File: config.mk
export PLATFORM = sky130hd
export DESIGN_NAME = ps2_host_tx
export DESIGN_NICKNAME = d
export VERILOG_FILES = /design/src/rtl/ps2_host_tx.sv
export SDC_FILE = /design/constraint.sdc
export NUM_CORES = 1
export LEC_CHECK = 0
export BUFFER_PORTS_ARGS = -buffer_cell sky130_fd_sc_hd__buf_2
export CORE_MARGIN = 8
export CORE_UTILIZATION = 45
export DETAILED_ROUTE_END_ITERATION = 16
export GPL_TIMING_DRIVEN = 0
export PLACE_DENSITY = 0.67
export SYNTH_ARGS = -nofsm -noshare
export SYNTH_HDL_FRONTEND = slang
export SYNTH_SLANG_ARGS = --single-unit
File: constraint.sdc
create_clock -name clk -period 5.14 [get_ports clk]
set_clock_uncertainty 0.2 [all_clocks]
set_input_delay 0.771 -clock clk [delete_from_list [all_inputs] [get_ports clk]]
set_output_delay 0.771 -clock clk [all_outputs]
set_load 0.1 [all_outputs]
File: src/rtl/ps2_host_tx.sv
// PS/2 host-to-device transmitter: clock inhibit, request-to-send, device-clocked
// frame shifting (LSB first, odd parity, stop), ACK check and return to idle.
module ps2_host_tx #(
  parameter int CLK_FREQ_HZ    = 100_000_000,
  parameter int INHIBIT_CYCLES = CLK_FREQ_HZ / 10_000,
  parameter int TIMEOUT_CYCLES = CLK_FREQ_HZ / 50,
  parameter int FILTER_LEN     = 4
) (
  input  logic       clk,
  input  logic       rst,
  input  logic [7:0] tx_data,
  input  logic       tx_valid,
  output logic       tx_ready,
  output logic       tx_done,
  output logic       tx_error,
  output logic       rx_inhibit,
  input  logic       ps2_clk_i,
  input  logic       ps2_data_i,
  output logic       ps2_clk_oe,
  output logic       ps2_data_oe,
  output logic [2:0] o_dbg_state
);

  localparam int IW = $clog2(INHIBIT_CYCLES + 1);
  localparam int TW = $clog2(TIMEOUT_CYCLES + 1);
  localparam logic [IW-1:0] INH_LAST = IW'(INHIBIT_CYCLES - 1);
  localparam logic [TW-1:0] TO_LIMIT = TW'(TIMEOUT_CYCLES);

  typedef enum logic [2:0] {
    S_IDLE      = 3'd0,
    S_INHIBIT   = 3'd1,
    S_RTS       = 3'd2,
    S_DATA      = 3'd3,
    S_PARITY    = 3'd4,
    S_STOP      = 3'd5,
    S_WAIT_IDLE = 3'd6
  } state_t;

  // Handshake: a request is taken on a cycle where tx_valid and tx_ready are both
  // high; tx_ready stays low from then until the cycle after the done/error pulse.

  // Index 0 = PS2_CLK, index 1 = PS2_DATA.
  logic [1:0]                 r_sync1;
  logic [1:0]                 r_sync2;
  logic [1:0][FILTER_LEN-1:0] r_hist;
  logic [1:0]                 r_filt;
  logic                       r_clk_prev;
  logic                       w_clk_fall;
  logic                       w_clk_filt;
  logic                       w_data_filt;

  always_ff @(posedge clk) begin
    if (!rst) begin
      r_sync1    <= '1;
      r_sync2    <= '1;
      r_hist     <= '1;
      r_filt     <= '1;
      r_clk_prev <= 1'b1;
    end else begin
      r_sync1    <= {ps2_data_i, ps2_clk_i};
      r_sync2    <= r_sync1;
      r_clk_prev <= r_filt[0];
      for (int i = 0; i < 2; i++) begin
        r_hist[i] <= {r_hist[i][FILTER_LEN-2:0], r_sync2[i]};
        // Level only changes once the whole history window agrees.
        if (&r_hist[i]) begin
          r_filt[i] <= 1'b1;
        end else if (!(|r_hist[i])) begin
          r_filt[i] <= 1'b0;
        end
      end
    end
  end

  assign w_clk_filt  = r_filt[0];
  assign w_data_filt = r_filt[1];
  assign w_clk_fall  = r_clk_prev & ~r_filt[0];

  state_t        r_state;
  state_t        w_state_nxt;
  logic [7:0]    r_shift;
  logic [7:0]    w_shift_nxt;
  logic          r_parity;
  logic          w_parity_nxt;
  logic [3:0]    r_bit_cnt;
  logic [3:0]    w_bit_cnt_nxt;
  logic [IW-1:0] r_inh_cnt;
  logic [IW-1:0] w_inh_cnt_nxt;
  logic [TW-1:0] r_to_cnt;
  logic [TW-1:0] w_to_cnt_nxt;
  logic [TW-1:0] w_to_inc;
  logic          w_active;
  logic          w_fail;

  logic r_tx_ready;
  logic r_tx_done;
  logic r_tx_error;
  logic r_rx_inhibit;
  logic r_clk_oe;
  logic r_data_oe;
  logic w_ready_nxt;
  logic w_done_nxt;
  logic w_error_nxt;
  logic w_inhibit_nxt;
  logic w_clk_oe_nxt;
  logic w_data_oe_nxt;

  assign w_to_inc = r_to_cnt + 1'b1;
  assign w_active = (r_state != S_IDLE) && (r_state != S_INHIBIT);

  always_comb begin
    w_state_nxt   = r_state;
    w_shift_nxt   = r_shift;
    w_parity_nxt  = r_parity;
    w_bit_cnt_nxt = r_bit_cnt;
    w_inh_cnt_nxt = r_inh_cnt;
    w_to_cnt_nxt  = r_to_cnt;
    w_data_oe_nxt = r_data_oe;
    w_done_nxt    = 1'b0;
    w_error_nxt   = 1'b0;
    w_fail        = 1'b0;

    case (r_state)
      S_IDLE: begin
        if (tx_valid && r_tx_ready) begin
          w_state_nxt   = S_INHIBIT;
          w_shift_nxt   = tx_data;
          w_parity_nxt  = ~^tx_data;
          w_bit_cnt_nxt = '0;
          w_inh_cnt_nxt = '0;
        end
      end
      S_INHIBIT: begin
        if (r_inh_cnt == INH_LAST) begin
          w_state_nxt   = S_RTS;
          w_data_oe_nxt = 1'b1;
          w_to_cnt_nxt  = '0;
        end else begin
          w_inh_cnt_nxt = r_inh_cnt + 1'b1;
        end
      end
      S_RTS: begin
        w_to_cnt_nxt = w_to_inc;
        if (w_clk_fall) begin
          w_state_nxt   = S_DATA;
          w_data_oe_nxt = ~r_shift[0];
          w_shift_nxt   = r_shift >> 1;
          w_bit_cnt_nxt = 4'd1;
        end
      end
      S_DATA: begin
        w_to_cnt_nxt = w_to_inc;
        if (w_clk_fall) begin
          if (r_bit_cnt == 4'd8) begin
            w_state_nxt   = S_PARITY;
            w_data_oe_nxt = ~r_parity;
          end else begin
            w_data_oe_nxt = ~r_shift[0];
            w_shift_nxt   = r_shift >> 1;
            w_bit_cnt_nxt = r_bit_cnt + 1'b1;
          end
        end
      end
      S_PARITY: begin
        w_to_cnt_nxt = w_to_inc;
        if (w_clk_fall) begin
          w_state_nxt   = S_STOP;
          w_data_oe_nxt = 1'b0;
        end
      end
      S_STOP: begin
        w_to_cnt_nxt = w_to_inc;
        if (w_clk_fall) begin
          if (!w_data_filt) begin
            w_state_nxt = S_WAIT_IDLE;
          end else begin
            w_fail = 1'b1;
          end
        end
      end
      S_WAIT_IDLE: begin
        w_to_cnt_nxt = w_to_inc;
        if (w_clk_filt && w_data_filt) begin
          w_state_nxt = S_IDLE;
          w_done_nxt  = 1'b1;
        end
      end
      default: w_state_nxt = S_IDLE;
    endcase

    if (w_active && (w_to_inc == TO_LIMIT)) begin
      w_fail = 1'b1;
    end
    if (w_fail) begin
      w_state_nxt = S_IDLE;
      w_done_nxt  = 1'b0;
      w_error_nxt = 1'b1;
    end
    if (w_state_nxt == S_IDLE) begin
      w_data_oe_nxt = 1'b0;
    end

    // Ready is held off for the pulse cycle so it rises on the following edge.
    w_clk_oe_nxt  = (w_state_nxt == S_INHIBIT);
    w_inhibit_nxt = (w_state_nxt != S_IDLE);
    w_ready_nxt   = (w_state_nxt == S_IDLE) && !w_done_nxt && !w_error_nxt;
  end

  always_ff @(posedge clk) begin
    if (!rst) begin
      r_state      <= S_IDLE;
      r_shift      <= '0;
      r_parity     <= 1'b0;
      r_bit_cnt    <= '0;
      r_inh_cnt    <= '0;
      r_to_cnt     <= '0;
      r_tx_ready   <= 1'b0;
      r_tx_done    <= 1'b0;
      r_tx_error   <= 1'b0;
      r_rx_inhibit <= 1'b0;
      r_clk_oe     <= 1'b0;
      r_data_oe    <= 1'b0;
    end else begin
      r_state      <= w_state_nxt;
      r_shift      <= w_shift_nxt;
      r_parity     <= w_parity_nxt;
      r_bit_cnt    <= w_bit_cnt_nxt;
      r_inh_cnt    <= w_inh_cnt_nxt;
      r_to_cnt     <= w_to_cnt_nxt;
      r_tx_ready   <= w_ready_nxt;
      r_tx_done    <= w_done_nxt;
      r_tx_error   <= w_error_nxt;
      r_rx_inhibit <= w_inhibit_nxt;
      r_clk_oe     <= w_clk_oe_nxt;
      r_data_oe    <= w_data_oe_nxt;
    end
  end

  assign tx_ready    = r_tx_ready;
  assign tx_done     = r_tx_done;
  assign tx_error    = r_tx_error;
  assign rx_inhibit  = r_rx_inhibit;
  assign ps2_clk_oe  = r_clk_oe;
  assign ps2_data_oe = r_data_oe;
  assign o_dbg_state = r_state;

endmodule

==> results.json, run 1 <==
{
  "root_buffer": "clkbuf_8",
  "synth_cell_type_count": 60,
  "hold_path_startpoint": "r_sync2[1]",
  "fmax_mhz": 336,
  "grt_pass1_vias": 3334,
  "h-tree-depth": 3,
  "rsz0062_at_grt": "no",
  "setup_viol": 0,
  "wl_per_cell_um": 15.4,
  "pin_count": 22,
  "final_nets": 482,
  "firstDrtPassIters": 4,
  "arrival_ps": 2990,
  "dieArea_um2": 11000,
  "grt_usage_pct": 16.6,
  "busiest_layer": "met2",
  "critPathLaunchType": "flop",
  "antenna_left": 0,
  "ys_top_cells_by_area": "dfxtp_1, nor2_1, a21oi_1",
  "fillers": 769,
  "dpl.cell_count": 556,
  "max-vdd-ir-drop_mv": 0.203,
  "synth_edf_count": 0,
  "p_per_area_nw_per_um2": 275,
  "grt_pass1_wl_mm": 15.3,
  "hpwl_mm": 6.13,
  "fin_hold_ws_ps": 207,
  "crit_required_ps": 5150,
  "gp_congestion": 0.882,
  "core_um2": 7690,
  "drcViolationCount": 0,
  "min_period_ps": 2980,
  "drive_above_1_share_pct": 10.4,
  "grt_overflow": 0,
  "min_period_over_period_pct": 57.9,
  "maxCapViolCount": 0,
  "final_area_um2": 3990,
  "tightest_slew_ps": 756,
  "synth.avg_cell_area_um2": 8.24,
  "use_met2_pct": 27.2,
  "rows": 32,
  "async_flop_share_pct": 0,
  "die_h_um": 105,
  "cp_max_fo": 7,
  "hold_path.class": "reg -> reg",
  "groute.layer.met3.usage_pct": 4.85,
  "slew_headroom_pct": 49.3,
  "syn_nets": 450,
  "synth_area_um2": 3570,
  "stdcell_count": 572,
  "cts_tree": "yes",
  "worst_setup_path_end_kind": "flop",
  "cts.clk_slew.worst_paths_ps": 90,
  "status": "completed",
  "grtUsageMet1_pct": 19.9,
  "clk_latency_ps": 360,
  "cts_buffers": 9,
  "yosysWarnings": 0,
  "area_growth_pct": 11.7,
  "cts_hold_buf": 0,
  "vias": 3318,
  "p_leak_nw": 1.42,
  "drv_slew": 0,
  "grt_max_degree": 16,
  "io_buffers": 21,
  "synth_ff_type": "dfxtp_1",
  "ys_seq_elements": 72,
  "dpl_worst_slack_ps": 2180,
  "cts_sinks": 72,
  "yosysSeqAreaShare_pct": 40.4,
  "fin_ws_ps": 2160,
  "fin_setup_tns_ps": 0,
  "critPathLaunch": "r_to_cnt[0]",
  "cts_resized": 0,
  "synth_top_area_cell": "dfxtp_1",
  "crit_type": "reg -> reg",
  "wl_mm": 8.81,
  "hold_viol": 0,
  "synth_cells": 433,
  "cts_setup_buffers": 0,
  "place_area_um2": 3800,
  "start_util_pct": 46.4,
  "die_x_um": 105,
  "drt_iter0_markers": 181,
  "cts_max_path_buffers": 2,
  "diodes": 0,
  "grt_antenna_before_repair": 0,
  "via_per_inst": 5.80,
  "r2r_start": "r_to_cnt[0]",
  "synth_top_area_share_pct": 40.4
}
[cell usage after synthesis, types with 3 or more instances]
cell type,instances
a21oi_1,33
a311oi_1,10
a31oi_1,10
and3_1,6
clkbuf_1,21
dfxtp_1,72
ha_1,4
inv_1,5
nand2_1,43
nand2b_1,15
nand3_1,7
nand4_1,16
nand4b_1,3
nor2_1,49
nor2b_1,6
nor3_1,17
nor3b_1,3
nor4_1,7
o21ai_0,24
o21ai_1,3
or3_1,6
xnor2_1,15
xor2_1,11
[area by class of cell]
class | instances | area, um^2 | share of cell area, %
multi-input combinational | 331 | 2010 | 50.5
sequential | 72 | 1440 | 36.2
tap | 102 | 128 | 3.20
clock buffer | 9 | 124 | 3.11
timing repair buffer | 21 | 105 | 2.64
buffer | 25 | 96.3 | 2.42
clock inverter | 7 | 61.3 | 1.54
inverter | 5 | 18.8 | 0.471
[where the power goes]
group | switching (mW) | internal (mW) | leakage, nW
combinational | 0.0637 | 0.0259 | 0.749
clock | 0.250 | 0.184 | 0.0888
sequential | 0.00540 | 0.569 | 0.584
total | 0.319 | 0.779 | 1.42
[critical path, stage by stage (launching register included)]
cell       delay, ps
dfxtp_1          380
ha_1             250
nand4_1          290
nor4_4           460
xor2_1           110
or4_4            460
a2111oi_4        570
nor3_1           130
[registers in the layout (all words and copies together), names as in the netlist, 2 cells and up]
| signal | count |
|---|---|
| o_dbg_state | 3 |
| r_bit_cnt | 4 |
| r_to_cnt | 21 |
| r_inh_cnt | 14 |
| r_hist | 8 |
| r_shift | 8 |
| r_filt | 2 |
| r_sync2 | 2 |
| r_sync1 | 2 |
[final timing paths]
kind               endpoint  cells after the start  slack [ps]
setup / recovery    tx_done                      7        2160
setup reg to reg    tx_done                      7        2160
hold reg to reg   r_hist[4]                      1         210
hold / removal    r_hist[4]                      1         210
[per-layer routing]
layer  vias to the layer above  wire length, um
met1                      1569             4010
li1                       1632                -
met2                       102             4130
met4                         0              121
met5                         -                0
met3                        15              542
[logic make-up (layout without fill, tap and decap cells)]
group / Yosys count / in the layout / share of synthesized area, %
compound gates: 100 / 100 / 17.9
xor+xnor: 26 / 26 / 6.38
fa+ha+maj: 4 / 4 / 1.40
buf+inv: 30 / 67 / 3.23
flops: 72 / 72 / 40.4
mux: 2 / 2 / 0.561
simple gates: 199 / 199 / 30.2
[through the flow]
stage               utilization (%)  power (mW)
finish                         51.8        1.10
floorplan                         -       0.652
global placement               49.4       0.675
global route                   51.8        1.14
detailed placement             49.4       0.677
CTS                            51.8        1.11
[cell usage in the layout, fill, tap and decap left out, types with 3 or more instances in the layout]
master / netlist / routed
or3_1: 6 / 6
nor2b_1: 6 / 6
and3_1: 6 / 6
nor2_1: 49 / 49
nor4_1: 7 / 7
nor3_1: 17 / 17
xor2_1: 11 / 11
dfxtp_1: 72 / 72
clkbuf_1: 21 / 21
inv_6: 0 / 3
nand4b_1: 3 / 3
xnor2_1: 15 / 15
nand2_1: 43 / 43
inv_1: 5 / 5
nand2b_1: 15 / 15
o21ai_1: 3 / 3
buf_2: 1 / 22
nand3_1: 7 / 7
nand4_1: 16 / 16
clkbuf_8: 0 / 9
a311oi_1: 10 / 10
nor3b_1: 3 / 3
o21ai_0: 24 / 24
a31oi_1: 10 / 10
a21oi_1: 33 / 33
ha_1: 4 / 4
(Power assumes the default switching activity.)
==> run 2, diff against run 1 <==
--- a/config.mk
+++ b/config.mk
@@ -5,12 +5,13 @@
 export SDC_FILE = /design/constraint.sdc
 export NUM_CORES = 1
 export LEC_CHECK = 0
+export ABC_AREA = 1
 export BUFFER_PORTS_ARGS = -buffer_cell sky130_fd_sc_hd__buf_2
 export CORE_MARGIN = 8
 export CORE_UTILIZATION = 45
 export DETAILED_ROUTE_END_ITERATION = 16
 export GPL_TIMING_DRIVEN = 0
-export PLACE_DENSITY = 0.67
+export PLACE_DENSITY = 0.69
 export SYNTH_ARGS = -nofsm -noshare
 export SYNTH_HDL_FRONTEND = slang
 export SYNTH_SLANG_ARGS = --single-unit
==> constraint.sdc (replaced) <==
create_clock -name clk -period 2.4 [get_ports clk]
set_clock_uncertainty 0.2 [all_clocks]
set_input_delay 0.36 -clock clk [delete_from_list [all_inputs] [get_ports clk]]
set_output_delay 0.36 -clock clk [all_outputs]
set_load 0.1 [all_outputs]
==> results.json, run 2 <==
{
  "hold_path.class": "in -> reg",
  "switching_power_mw": 0.672,
  "cts.clk_slew.worst_paths_ps": 80,
  "slowest_stage": "dfxtp_1",
  "vias": 3651,
  "drt_iter0_markers": 137,
  "firstDrtPassIters": 4,
  "internal-power_mw": 1.89,
  "synth_ff_type": "dfxtp_1",
  "diodes": 0,
  "path_cells": "ha_1 > nand2_2 > nor2_8 > nand3_1 > nand2_1 > nand2_1 > nor2_1 > nand2_1 > nor2_2 > nand3_2 > nand4_1 > inv_1",
  "crit_type": "reg -> reg",
  "synth.avg_cell_area_um2": 6.86,
  "cts_max_path_buffers": 2,
  "die_h_um": 108,
  "area_growth_pct": 12.4,
  "hold_end": "r_shift[3]",
  "tightest_slew_ps": 519,
  "reg_top3": "r_to_cnt x21, r_inh_cnt x14",
  "rows": 33,
  "p_leak_nw": 1.71,
  "final_common_cell": "nand2_1",
  "fmax_mhz": 459,
  "hold_path_startpoint": "tx_data[3]",
  "gp_congestion": 0.911,
  "synth_edf_count": 0,
  "arrival_ps": 2230,
  "dieArea_um2": 11800,
  "dpl.cell_count": 687,
  "io_buffers": 21,
  "clk_latency_ps": 350,
  "worstRegToRegCells": 12,
  "grt_pass1_wl_mm": 15.3,
  "synth.most_common_cell": "nand2_1",
  "h-tree-depth": 3,
  "ys_seq_elements": 72,
  "setup_viol": 0,
  "p_comb_share_pct": 9.1,
  "cp_max_fo": 8,
  "critPathTopFamily": "simple AND/OR/NAND/NOR gates",
  "seqPwrFrac_pct": 48.9,
  "yosysWarnings": 0,
  "grt_pass1_vias": 3434,
  "yosysSeqAreaShare_pct": 37.4,
  "cts_buffers": 9,
  "root_buffer": "clkbuf_8",
  "grt_overflow": 0,
  "holdPathStages": 3,
  "ys_top_cells_by_area": "dfxtp_1, nand2_1, nand3_1",
  "synth_area_um2": 3850,
  "cts_tree": "yes",
  "critPathLaunchType": "flop",
  "largest_register_ff_count": 21,
  "crit_required_ps": 2450,
  "async_flop_share_pct": 0,
  "synth_top_area_cell": "dfxtp_1",
  "p_per_area_nw_per_um2": 593,
  "clkPwrFrac_pct": 41.9,
  "status": "completed",
  "dpl_worst_slack_ps": 247,
  "fin_setup_tns_ps": 0,
  "grt_max_degree": 14,
  "final_nets": 612,
  "reg2reg_slack_ps": 220,
  "drive_above_1_share_pct": 16.0,
  "r2r_start": "r_to_cnt[0]",
  "final_util_pct": 52.4,
  "syn_nets": 578,
  "min_period_over_period_pct": 90.8,
  "synth_cell_type_count": 43,
  "reg2reg_to": "rx_inhibit",
  "top_register": "r_to_cnt",
  "final_cell_mix": "nand2_1, dfxtp_1, nor2_1, inv_1, nand3_1",
  "synth_cells": 561,
  "drcViolationCount": 0,
  "slew_headroom_pct": 65.4,
  "rsz0062_at_grt": "no",
  "wl_mm": 8.89,
  "grt_usage_pct": 16.0,
  "stdcell_count": 705,
  "hpwl_mm": 6.63,
  "die_x_um": 108,
  "fillers": 803,
  "cts_sinks": 72,
  "switching_share_pct": 26.2,
  "core_um2": 8260,
  "synth_commonest_cells": "nand2_1, dfxtp_1, nor2_1",
  "grt_antenna_before_repair": 0,
  "multi_input_area_um2": 2090,
  "min_period_ps": 2180,
  "worst-path-buf-inv": 1,
  "maxCapViolCount": 0,
  "synth_top_area_share_pct": 37.4,
  "cts_resized": 0,
  "slowest_delay_ps": 410,
  "seq_area_um2": 1450,
  "start_util_pct": 46.6,
  "wl_per_cell_um": 12.6,
  "worst_setup_path_end_kind": "flop",
  "path_common_cell": "nand2_1",
  "drv_slew": 0,
  "fin_ws_ps": 222,
  "pin_count": 22,
  "via_per_inst": 5.18,
  "antenna_left": 0,
  "max-vdd-ir-drop_mv": 0.317,
  "hold_viol": 0
}
==> run 2: changes by cell type after synthesis, sizes merged, moves of 8 or more <==
cell / before / now
xor2: 11 / 3
or2: 1 / 13
nand3: 8 / 49
clkbuf: 22 / 4
xnor2: 15 / 7
nand2b: 15 / 0
a311oi: 10 / 0
nor2: 50 / 67
nand2: 43 / 160
inv: 5 / 60
==> run 2: what timing repair did <==
item / CTS / global route
endpoints found under the hold margin: 2 / 0
hold buffers: 2 / 0
buffers inserted: 0 / 0
==> run 2: cell type report <==
class / instances / share of cell area (%)
multi-input cells: 415 / 48.4
plain buffers: 14 / 1.99
inverters: 60 / 5.26
clock buffers: 9 / 2.86
flip-flops and latches: 72 / 33.4
repair buffers: 23 / 2.89
well taps: 105 / 3.03
clock inverters: 7 / 2.20
==> run 2: cells by family after synthesis <==
logic type | Yosys count | share of synthesized area (%)
adder cells (fa/ha/maj) | 4 | 1.30
buffers and inverters | 74 | 8.16
AND/OR/NAND/NOR | 316 | 38.5
AO/OA/AOI/OAI | 85 | 12.3
XOR/XNOR | 10 | 2.28
flip-flops | 72 | 37.4
==> run 2: worst register-to-register path, stage by stage (launching register included) <==
cell	delay (ps)
dfxtp_1	410
ha_1	250
nand2_2	120
nor2_8	220
nand3_1	100
nand2_1	70
nand2_1	90
nor2_1	120
nand2_1	90
nor2_2	100
nand3_2	120
nand4_1	150
inv_1	50
==> run 2: power groups by stage <==
stage	Sequential, mW	Combinational, mW	Clock [mW]
floorplan	1.32	0.134	0
global placement	1.28	0.227	0
detailed placement	1.28	0.231	0
CTS	1.25	0.235	1.10
global route	1.26	0.256	1.15
finish	1.26	0.235	1.08
==> run 2: worst max-delay path by stage <==
stage | start | to | slack [ps] | depth (start not counted)
after floorplan | tx_ready | r_inh_cnt[7] | 280 | 8
after global placement | r_to_cnt[0] | rx_inhibit | 260 | 12
after detailed placement | r_to_cnt[0] | ps2_data_oe | 250 | 12
after CTS | r_to_cnt[0] | ps2_data_oe | 230 | 12
after global routing | r_to_cnt[0] | ps2_data_oe | 10 | 12
final | r_to_cnt[0] | rx_inhibit | 220 | 12
==> run 2: stage by stage <==
| stage | hold slack [ps] | area [um^2] | power, mW |
|---|---|---|---|
| 2_1_floorplan | 193 | 3850 | 1.45 |
| 3_3_place_gp | 193 | 4090 | 1.51 |
| 3_5_place_dp | 198 | 4090 | 1.51 |
| 4_1_cts | 65.9 | 4330 | 2.59 |
| 5_1_grt | 83.1 | 4330 | 2.67 |
| 6_report | 79.6 | 4330 | 2.57 |
==> run 2: metal layers <==
layer	global-route usage [%]	vias up	wire (um)
li1	-	1897	-
met1	19.3	1674	4120
met2	26.6	63	4250
met3	3.51	17	332
met4	7.62	0	196
met5	0	-	0
